`src/rtl/snn_pkg.sv`:
```
// Shared types and defaults for the SNN spike I/O sequencer.
package snn_pkg;

    typedef enum logic [0:0] {
        SEQ_IDLE = 1'b0,
        SEQ_RUN  = 1'b1
    } seq_state_e;

    localparam int unsigned SNN_N_IN_DEF  = 8;
    localparam int unsigned SNN_N_OUT_DEF = 8;
    localparam int unsigned TIMER_W       = 16;

endpackage

```
`src/rtl/snn_frame_fifo.sv`:
```
// Synchronous frame FIFO; a push while full is accepted only if a pop frees a slot that cycle.
module snn_frame_fifo #(
    parameter int unsigned WIDTH = 8,
    parameter int unsigned DEPTH = 4
) (
    input  logic                     clk,
    input  logic                     reset,
    input  logic                     i_push,
    input  logic [WIDTH-1:0]         i_data,
    input  logic                     i_pop,
    output logic [WIDTH-1:0]         o_data,
    output logic                     o_full,
    output logic                     o_empty,
    output logic [$clog2(DEPTH):0]   o_level,
    output logic                     o_drop
);

    localparam int unsigned AW = $clog2(DEPTH);

    logic [WIDTH-1:0] r_mem [DEPTH];
    logic [AW:0]      r_wr_ptr;
    logic [AW:0]      r_rd_ptr;
    logic [AW:0]      w_level;
    logic             w_full;
    logic             w_empty;
    logic             w_do_pop;
    logic             w_do_push;

    // Extra pointer MSB distinguishes full from empty.
    assign w_level   = r_wr_ptr - r_rd_ptr;
    assign w_full    = (w_level == (AW+1)'(DEPTH));
    assign w_empty   = (r_wr_ptr == r_rd_ptr);
    assign w_do_pop  = i_pop & ~w_empty;
    assign w_do_push = i_push & (~w_full | w_do_pop);

    always_ff @(posedge clk or posedge reset) begin
        if (reset) begin
            r_wr_ptr <= '0;
            r_rd_ptr <= '0;
        end else begin
            if (w_do_push) r_wr_ptr <= r_wr_ptr + 1'b1;
            if (w_do_pop)  r_rd_ptr <= r_rd_ptr + 1'b1;
        end
    end

    always_ff @(posedge clk) begin
        if (w_do_push) r_mem[r_wr_ptr[AW-1:0]] <= i_data;
    end

    assign o_data  = r_mem[r_rd_ptr[AW-1:0]];
    assign o_full  = w_full;
    assign o_empty = w_empty;
    assign o_level = w_level;
    assign o_drop  = i_push & ~w_do_push;

endmodule

```
`src/rtl/snn_spike_io_sequencer.sv`:
```
// Buffers pad-side spike frames and issues one per inference step to the SNN core,
// capturing its output and flagging dropped frames and step timeouts.
module snn_spike_io_sequencer
    import snn_pkg::*;
#(
    parameter int unsigned N_IN        = SNN_N_IN_DEF,
    parameter int unsigned N_OUT       = SNN_N_OUT_DEF,
    parameter int unsigned FIFO_DEPTH  = 4,
    parameter int unsigned TIMEOUT_CYC = 255
) (
    input  logic                          clk,
    input  logic                          reset,
    input  logic                          enable,
    input  logic                          input_ready,
    input  logic [N_IN-1:0]               input_spikes,
    input  logic                          step_mode,
    input  logic                          step_req,
    input  logic                          clr_flags,
    input  logic [N_OUT-1:0]              snn_out_spikes,
    input  logic                          snn_out_valid,
    output logic                          snn_enable,
    output logic [N_IN-1:0]               snn_in_spikes,
    output logic [N_OUT-1:0]              out_spikes,
    output logic                          out_valid,
    output logic [$clog2(FIFO_DEPTH):0]   fifo_level,
    output logic                          overflow,
    output logic                          timeout,
    output logic                          busy
);

    seq_state_e           r_state, w_state_d;
    logic                 r_ready_q;
    logic                 r_push_q;
    logic [N_IN-1:0]      r_frame_q;
    logic [TIMER_W-1:0]   r_timer, w_timer_d;
    logic [N_IN-1:0]      r_in_spikes;
    logic [N_OUT-1:0]     r_out_spikes;
    logic                 r_out_valid;
    logic                 r_overflow;
    logic                 r_timeout;

    logic                 w_pop;
    logic                 w_capture;
    logic                 w_to_set;
    logic                 w_drop;
    logic                 w_full;
    logic                 w_empty;
    logic [N_IN-1:0]      w_head;

    snn_frame_fifo #(
        .WIDTH (N_IN),
        .DEPTH (FIFO_DEPTH)
    ) u_fifo (
        .clk     (clk),
        .reset   (reset),
        .i_push  (r_push_q),
        .i_data  (r_frame_q),
        .i_pop   (w_pop),
        .o_data  (w_head),
        .o_full  (w_full),
        .o_empty (w_empty),
        .o_level (fifo_level),
        .o_drop  (w_drop)
    );

    always_comb begin
        w_state_d = r_state;
        w_timer_d = r_timer;
        w_pop     = 1'b0;
        w_capture = 1'b0;
        w_to_set  = 1'b0;
        unique case (r_state)
            SEQ_IDLE: begin
                if (enable && !w_empty && (!step_mode || step_req)) begin
                    w_pop     = 1'b1;
                    w_timer_d = '0;
                    w_state_d = SEQ_RUN;
                end
            end
            SEQ_RUN: begin
                w_timer_d = r_timer + 1'b1;
                // Losing enable discards the step silently; a real result beats the timeout.
                if (!enable) begin
                    w_state_d = SEQ_IDLE;
                end else if (snn_out_valid) begin
                    w_capture = 1'b1;
                    w_state_d = SEQ_IDLE;
                end else if (r_timer == TIMER_W'(TIMEOUT_CYC - 1)) begin
                    w_to_set  = 1'b1;
                    w_state_d = SEQ_IDLE;
                end
            end
            default: w_state_d = SEQ_IDLE;
        endcase
    end

    always_ff @(posedge clk or posedge reset) begin
        if (reset) begin
            r_state      <= SEQ_IDLE;
            r_ready_q    <= 1'b0;
            r_push_q     <= 1'b0;
            r_frame_q    <= '0;
            r_timer      <= '0;
            r_in_spikes  <= '0;
            r_out_spikes <= '0;
            r_out_valid  <= 1'b0;
            r_overflow   <= 1'b0;
            r_timeout    <= 1'b0;
        end else begin
            r_state     <= w_state_d;
            r_timer     <= w_timer_d;
            r_ready_q   <= input_ready;
            r_push_q    <= input_ready & ~r_ready_q;
            r_frame_q   <= input_spikes;
            r_out_valid <= w_capture;
            if (w_pop)     r_in_spikes  <= w_head;
            if (w_capture) r_out_spikes <= snn_out_spikes;
            r_overflow <= clr_flags ? 1'b0 : (r_overflow | w_drop);
            r_timeout  <= clr_flags ? 1'b0 : (r_timeout | w_to_set);
        end
    end

    assign snn_enable    = (r_state == SEQ_RUN);
    assign busy          = (r_state == SEQ_RUN);
    assign snn_in_spikes = r_in_spikes;
    assign out_spikes    = r_out_spikes;
    assign out_valid     = r_out_valid;
    assign overflow      = r_overflow;
    assign timeout       = r_timeout;

endmodule

```
`config.mk`:
```
export PLATFORM = sky130hd
export DESIGN_NAME = snn_spike_io_sequencer
export DESIGN_NICKNAME = d
export VERILOG_FILES = /design/src/rtl/snn_pkg.sv /design/src/rtl/snn_frame_fifo.sv /design/src/rtl/snn_spike_io_sequencer.sv
export SDC_FILE = /design/constraint.sdc
export NUM_CORES = 1
export LEC_CHECK = 0
export CAP_MARGIN = 20
export CELL_PAD_IN_SITES_DETAIL_PLACEMENT = 1
export CELL_PAD_IN_SITES_GLOBAL_PLACEMENT = 2
export CORE_ASPECT_RATIO = 0.9
export CORE_MARGIN = 1.5
export CORE_UTILIZATION = 41
export CTS_CLUSTER_SIZE = 40
export DETAILED_ROUTE_END_ITERATION = 8
export HOLD_SLACK_MARGIN = 0.02
export PLACE_DENSITY = 0.86
export SYNTH_ARGS = -nofsm -noshare
export SYNTH_HDL_FRONTEND = slang
export SYNTH_HIERARCHICAL = 1
export SYNTH_SLANG_ARGS = --single-unit
```
`constraint.sdc`:
```
create_clock -name clk -period 6.3 [get_ports clk]
set_input_delay 1.26 -clock clk [delete_from_list [all_inputs] [get_ports clk]]
set_output_delay 1.26 -clock clk [all_outputs]
set_load 0.02 [all_outputs]
```
==> results of run 1 <==
==> cell usage in the layout, fill, tap and decap left out, types with 2 or more instances in the layout <==
| cell | synthesis | final |
|---|---|---|
| ha_1 | 9 | 9 |
| inv_1 | 17 | 16 |
| mux2i_1 | 7 | 7 |
| nand4_1 | 4 | 4 |
| edfxtp_1 | 32 | 32 |
| o21ai_2 | 2 | 2 |
| o31ai_1 | 2 | 2 |
| and3_1 | 6 | 6 |
| nor2b_1 | 2 | 2 |
| a21oi_1 | 3 | 3 |
| inv_6 | 0 | 2 |
| o21ai_0 | 8 | 8 |
| mux4_2 | 8 | 8 |
| clkdlybuf4s50_1 | 0 | 47 |
| xnor2_1 | 4 | 4 |
| mux2_2 | 16 | 16 |
| nand2_1 | 15 | 15 |
| dfrtp_1 | 52 | 52 |
| a31oi_1 | 2 | 2 |
| clkbuf_8 | 0 | 9 |
| nor2_1 | 8 | 8 |
| nand3_1 | 12 | 12 |
| o211ai_1 | 3 | 3 |
==> power breakdown <==
group	total (W)	leakage [nW]	internal, W	switching [W]
Clock	0.000385	0.0976	0.000185	0.000200
Sequential	0.000807	0.944	0.000689	0.000118
Combinational	0.000727	0.708	0.000379	0.000347
==> worst register-to-register path, cell delays in order (launching register included) <==
cell,delay (ns)
dfrtp_1,0.81
ha_1,0.43
and3_1,0.22
inv_1,0.07
nand4_1,0.24
inv_1,0.15
inv_1,0.09
o21ai_2,0.20
and3_1,0.48
==> worst paths after layout <==
path                                                       end                           start  cells after the start
min in group asynchronous       u_fifo/r_rd_ptr[2]$_DFFE_PP0P_                           reset                      2
max in group asynchronous               r_timer[1]$_DFFE_PP0P_                           reset                      3
worst max register to register    u_fifo/r_mem[1][5]$_DFFE_PP_  u_fifo/r_rd_ptr[0]$_DFFE_PP0P_                      8
worst min register to register              r_push_q$_DFF_PP0_             r_ready_q$_DFF_PP0_                      1
worst max-delay path                             fifo_level[2]  u_fifo/r_rd_ptr[0]$_DFFE_PP0P_                      5
worst min-delay path                        r_push_q$_DFF_PP0_             r_ready_q$_DFF_PP0_                      1
==> kinds of logic after synthesis <==
family | Yosys count
AND/OR/NAND/NOR | 58
AO/OA/AOI/OAI | 23
adder cells (fa/ha/maj) | 10
XOR/XNOR | 6
buffers and inverters | 23
multiplexers | 32
flip-flops | 84
==> metal layers <==
metal | track usage, % | vias to the layer above
li1 | - | 964
met1 | 22.6 | 1038
met2 | 28.1 | 50
met3 | 5.50 | 4
met4 | 5.75 | 0
met5 | 0 | -
==> sequential cells by signal (all words and copies together), names as in the netlist <==
signal / cells
r_timer: 16
r_push_q: 1
u_fifo/r_mem: 32
busy: 1
u_fifo/r_wr_ptr: 3
r_ready_q: 1
timeout: 1
r_frame_q: 8
snn_in_spikes: 8
out_valid: 1
out_spikes: 8
u_fifo/r_rd_ptr: 3
overflow: 1
==> area by class of cell <==
class	count	area share (%)
Sequential cell	84	53.0
Multi-Input combinational cell	129	26.2
Timing Repair Buffer	49	11.8
Clock buffer	9	2.90
Tap cell	99	2.90
Clock inverter	7	1.70
Inverter	17	1.49
==> through the flow <==
stage               std cells  hold WS [ns]
CTS                       393         0.413
global route              394         0.425
detailed placement        377         0.391
floorplan                 236         0.378
global placement          376         0.385
finish                    394         0.408
==> flow_summary.yaml, run 1 <==
final_layout:
  num_antenna_cells: 0
  area_growth_pct: 22.9
  final_util_pct: 52.4
  multi_input_area_mm2: 0.00112
  regArea_mm2: 0.00226
  n_fill_cell: 814
  layout.nets: 324
  layout-drive-gt1-share_pct: 18.0
  design_area_mm2: 0.00427
yosys:
  syn_nets: 270
  yosysSeqAreaShare_pct: 65.1
  yosys.area_share.simple_pct: 9.01
  async_flop_share_pct: 61.9
  synth-edff-count: 32
  syn_inst: 236
  synth-xor-area-share_pct: 1.95
  synth_most_common_cell: "dfrtp_1"
  muxShareOfSynthArea_pct: 12.8
  yosys_warnings: 6
  yosys.area.top_type: "dfrtp_1"
  yosys_register_bits: 84
  synth_area_mm2: 0.00347
  synth_top_area_share_pct: 37.5
  yosys.area_share.adder_pct: 3.82
  syn_avg_cell_area_um2: 14.7
  yosys-top-cells-count: "dfrtp_1 (52), edfxtp_1 (32), inv_1 (17), mux2_2 (16), nand2_1 (15)"
  synth_top_family_by_area: "multiplexers"
  synth_compound_area_share_pct: 4.61
  yosys-top-cells-area: "dfrtp_1 (37%), edfxtp_1 (28%), mux2_2 (5.2%)"
  synthDistinctLibCells: 41
  yosys_most_used_dff: "dfrtp_1"
global_route:
  grt_use_total_pct: 17.5
  grt_pass1_vias: 2351
  antenna_found_initial: 0
  grt.overflow.total: 0
  grt_max_degree: 47
  grt_pass1_wl_mm: 11.9
worst_setup_path:
  critPathSlowestCell: "dfrtp_1"
  path_buf_inv: 2
  critPathMaxFanout: 11
  end_kind: "output pin"
  crit_type: "register to output pin"
  cp.required_ns: 5.04
  max_stage_delay_ns: 0.81
  crit_chain: "ha_1, inv_1, fa_1, xnor3_2, clkdlybuf4s50_1"
  startpoint_type: "register"
  cp_top_family: "flip-flops"
  worst_ep_arrival_time_ns: 2.69
  ff2ff_setup_slack_ns: 3.26
place:
  dpl_worst_slack_ns: 2.70
  dp_hpwl_mm: 4.96
  io_buffers: 47
  post_dp_cell_area_mm2: 0.00405
  gp_congestion: 0.769
cts:
  numCtsBuffers: 9
  cts_max_path_buffers: 2
  cts_root_buffer: "clkbuf_8"
  cts_resized: 0
  post_cts_buffers: 0
  htree_levels: 3
  clock-sinks: 84
  hold_buffers: 0
  clk_latency_ns: 0.35
  cts_tree: "built"
  path_clk_slew_ns: 0.09
power_and_ir_drop:
  p_leak_nw: 1.75
  ir_drop_mv: 0.543
  total_power_w: 0.00192
  p_per_area_mw_per_mm2: 449
timing:
  worstMarginPinSlew_ns: 0.710
  skew_ns: 0.0127
  finalWorstSetupSlack_ns: 2.35
  setup_viol: 0
  rsz0062_at_grt: "no"
  drv_slew: 0
  worst_slew_margin_rel_pct: 52.6
  fin_crit_sh_pct: 62.8
  fmax_mhz: 253
  period_needed_ns: 3.95
  hold_viol: 0
  tns_ns: 0
detailed_routing:
  drt_pass1_iterations: 4
  route.met3.wl_um: 338
  ant_nets: 0
  wl_met2_mm: 3.42
  wl_met1_mm: 3.17
  vias: 2056
  first_iter_violations: 111
  drc: 0
  postRouteWirelength_mm: 6.99
  vias_per_cell: 5.22
  post_drt_wl_per_cell_um: 17.8
  top_layer: "met4"
floorplan:
  boundaryPins: 48
  start_util_pct: 42.6
  die_w_um: 100
  placementRows: 31
  die_area_mm2: 0.00903
  core_area_mm2: 0.00815
  dieHeight_um: 90.3
outcome:
  status: "complete, no violations"
min_path:
  hold_path.class: "register to register"
job:
  cap_violations: 0
Note: power is estimated with default switching activity, not from simulation.
==> run 2: changes to the inputs <==
- CORE_UTILIZATION: 41 -> 34
- PLACE_DENSITY: 0.86 -> 0.76
- clock period: 6.3 -> 3.2 ns (I/O delays scaled with it)
==> run 2 against run 1 <==
Total power is 110% higher. Combinational power is 100% higher. Core utilization shrank 7.4 points. Via count up 1.6%. Sequential share of layout area shrank 1.6 points. Cell area is 3.1% higher.
==> flow_summary.yaml, run 2 (synthesized netlist as in run 1, its figures left out) <==
floorplan:
  dieHeight_um: 98.9
  core_area_mm2: 0.00978
  die_w_um: 110
  start_util_pct: 35.5
  boundaryPins: 48
  placementRows: 34
  die_area_mm2: 0.0108
global_route:
  grt_pass1_wl_mm: 12.0
  met3_usage_pct: 4.76
  antenna_found_initial: 0
  grt_use_total_pct: 14.9
  grt_most_used_layer: "met2"
  grt_use_met1_pct: 19.7
  grt_pass1_vias: 2306
  met2_usage_pct: 23.7
  grt.overflow.total: 0
  grt_max_degree: 22
detailed_routing:
  first_iter_violations: 60
  drt_pass1_iterations: 4
  postRouteWirelength_mm: 7.08
  ant_nets: 0
  drc: 0
  vias: 2088
  vias_per_cell: 4.94
  post_drt_wl_per_cell_um: 16.7
worst_setup_path:
  path_common_cell: "inv_1"
  startpoint_type: "register"
  critPathSlowestCell: "clkdlybuf4s50_1"
  crit_type: "register to output pin"
  end_kind: "output pin"
  crit_chain: "inv_1, ha_1, inv_1, fa_1, xnor3_2, clkdlybuf4s50_1"
  critPathMaxFanout: 4
  max_stage_delay_ns: 0.61
  worst_ep_arrival_time_ns: 2.37
  cp.required_ns: 2.56
final_layout:
  final_util_pct: 45.0
  largest_reg_flops: 32
  num_antenna_cells: 0
  area_growth_pct: 26.8
  layout-drive-gt1-share_pct: 18.9
  design_area_mm2: 0.00440
  final_common_cell: "dfrtp_1"
  layout.nets: 326
  final_cell_mix: "dfrtp_1 (51), clkdlybuf4s50_1 (47), edfxtp_1 (32)"
cts:
  path_clk_slew_ns: 0.06
  cts_max_path_buffers: 2
  cts_root_buffer: "clkbuf_16"
  cts_tree: "built"
  clk_latency_ns: 0.33
  cts_resized: 0
  htree_levels: 3
  numCtsBuffers: 9
  post_cts_buffers: 0
  clock-sinks: 84
  hold_buffers: 0
timing:
  period_needed_ns: 3.01
  drv_slew: 0
  skew_ns: 0.00661
  hold_viol: 0
  rsz0062_at_grt: "no"
  fmax_mhz: 332
  worstMarginPinSlew_ns: 0.513
  fin_hold_ws_ns: 0.393
  fin_crit_sh_pct: 94.1
  finalWorstSetupSlack_ns: 0.190
  tns_ns: 0
  worst_slew_margin_rel_pct: 65.6
  setup_viol: 0
power_and_ir_drop:
  ir_drop_mv: 0.716
  p_leak_nw: 1.79
  p_per_area_mw_per_mm2: 925
place:
  dpl_worst_slack_ns: 0.325
  gp_congestion: 0.740
  post_dp_cell_area_mm2: 0.00410
  io_buffers: 47
  dp_hpwl_mm: 5.09
job:
  cap_violations: 0
min_path:
  hold_path.class: "register to register"
outcome:
  status: "complete, no violations"
==> run 2: per-stage QoR <==
step | power (W) | cells
final | 0.00407 | 423
after global routing | 0.00433 | 423
after CTS | 0.00415 | 423
after detailed placement | 0.00309 | 407
after global placement | 0.00304 | 407
after floorplan | 0.00249 | 236
==> run 2: final timing paths <==
kind,start,to,slack [ns],cells past startpoint
worst max-delay path,u_fifo/r_wr_ptr[0]$_DFFE_PP0P_,fifo_level[2],0.19,6
worst min-delay path,r_ready_q$_DFF_PP0_,r_push_q$_DFF_PP0_,0.39,1
worst max register to register,u_fifo/r_rd_ptr[1]$_DFFE_PP0P_,u_fifo/r_mem[3][2]$_DFFE_PP_,0.53,10
worst min register to register,r_ready_q$_DFF_PP0_,r_push_q$_DFF_PP0_,0.39,1
max in group asynchronous,reset,r_timer[5]$_DFFE_PP0P_,1.99,3
min in group asynchronous,reset,u_fifo/r_wr_ptr[2]$_DFFE_PP0P_,0.56,2
==> run 2: power by group <==
| group | leakage (nW) | internal (W) | switching, W |
|---|---|---|---|
| clock | 0.140 | 0.000608 | 0.000423 |
| combinational | 0.710 | 0.000750 | 0.000732 |
| sequential | 0.943 | 0.00136 | 0.000200 |
==> run 2: final cells by class <==
cell class | instances | area [um^2]
flip-flops and latches | 84 | 2260
clock inverters | 7 | 75.1
inverters | 17 | 63.8
fillers | 1010 | 5380
clock buffers | 9 | 225
multi-input cells | 129 | 1120
repair buffers | 51 | 500
well taps | 126 | 158
==> run 2: routing by layer <==
layer / part of all wire (%) / routed length (um) / up-vias
li1: - / - / 966
met4: 0.88 / 62 / 0
met3: 4.0 / 281 / 6
met5: 0 / 0 / -
met1: 46 / 3290 / 1070
met2: 49 / 3450 / 46
==> run 2: worst max-delay path, delay by kind of cell, from the launching register on <==
| kind | cells | cell delay (ns) |
|---|---|---|
| flip-flops | 1 | 0.44 |
| buffers and inverters | 3 | 0.81 |
| adder cells (fa/ha/maj) | 2 | 0.54 |
| XOR/XNOR | 1 | 0.25 |
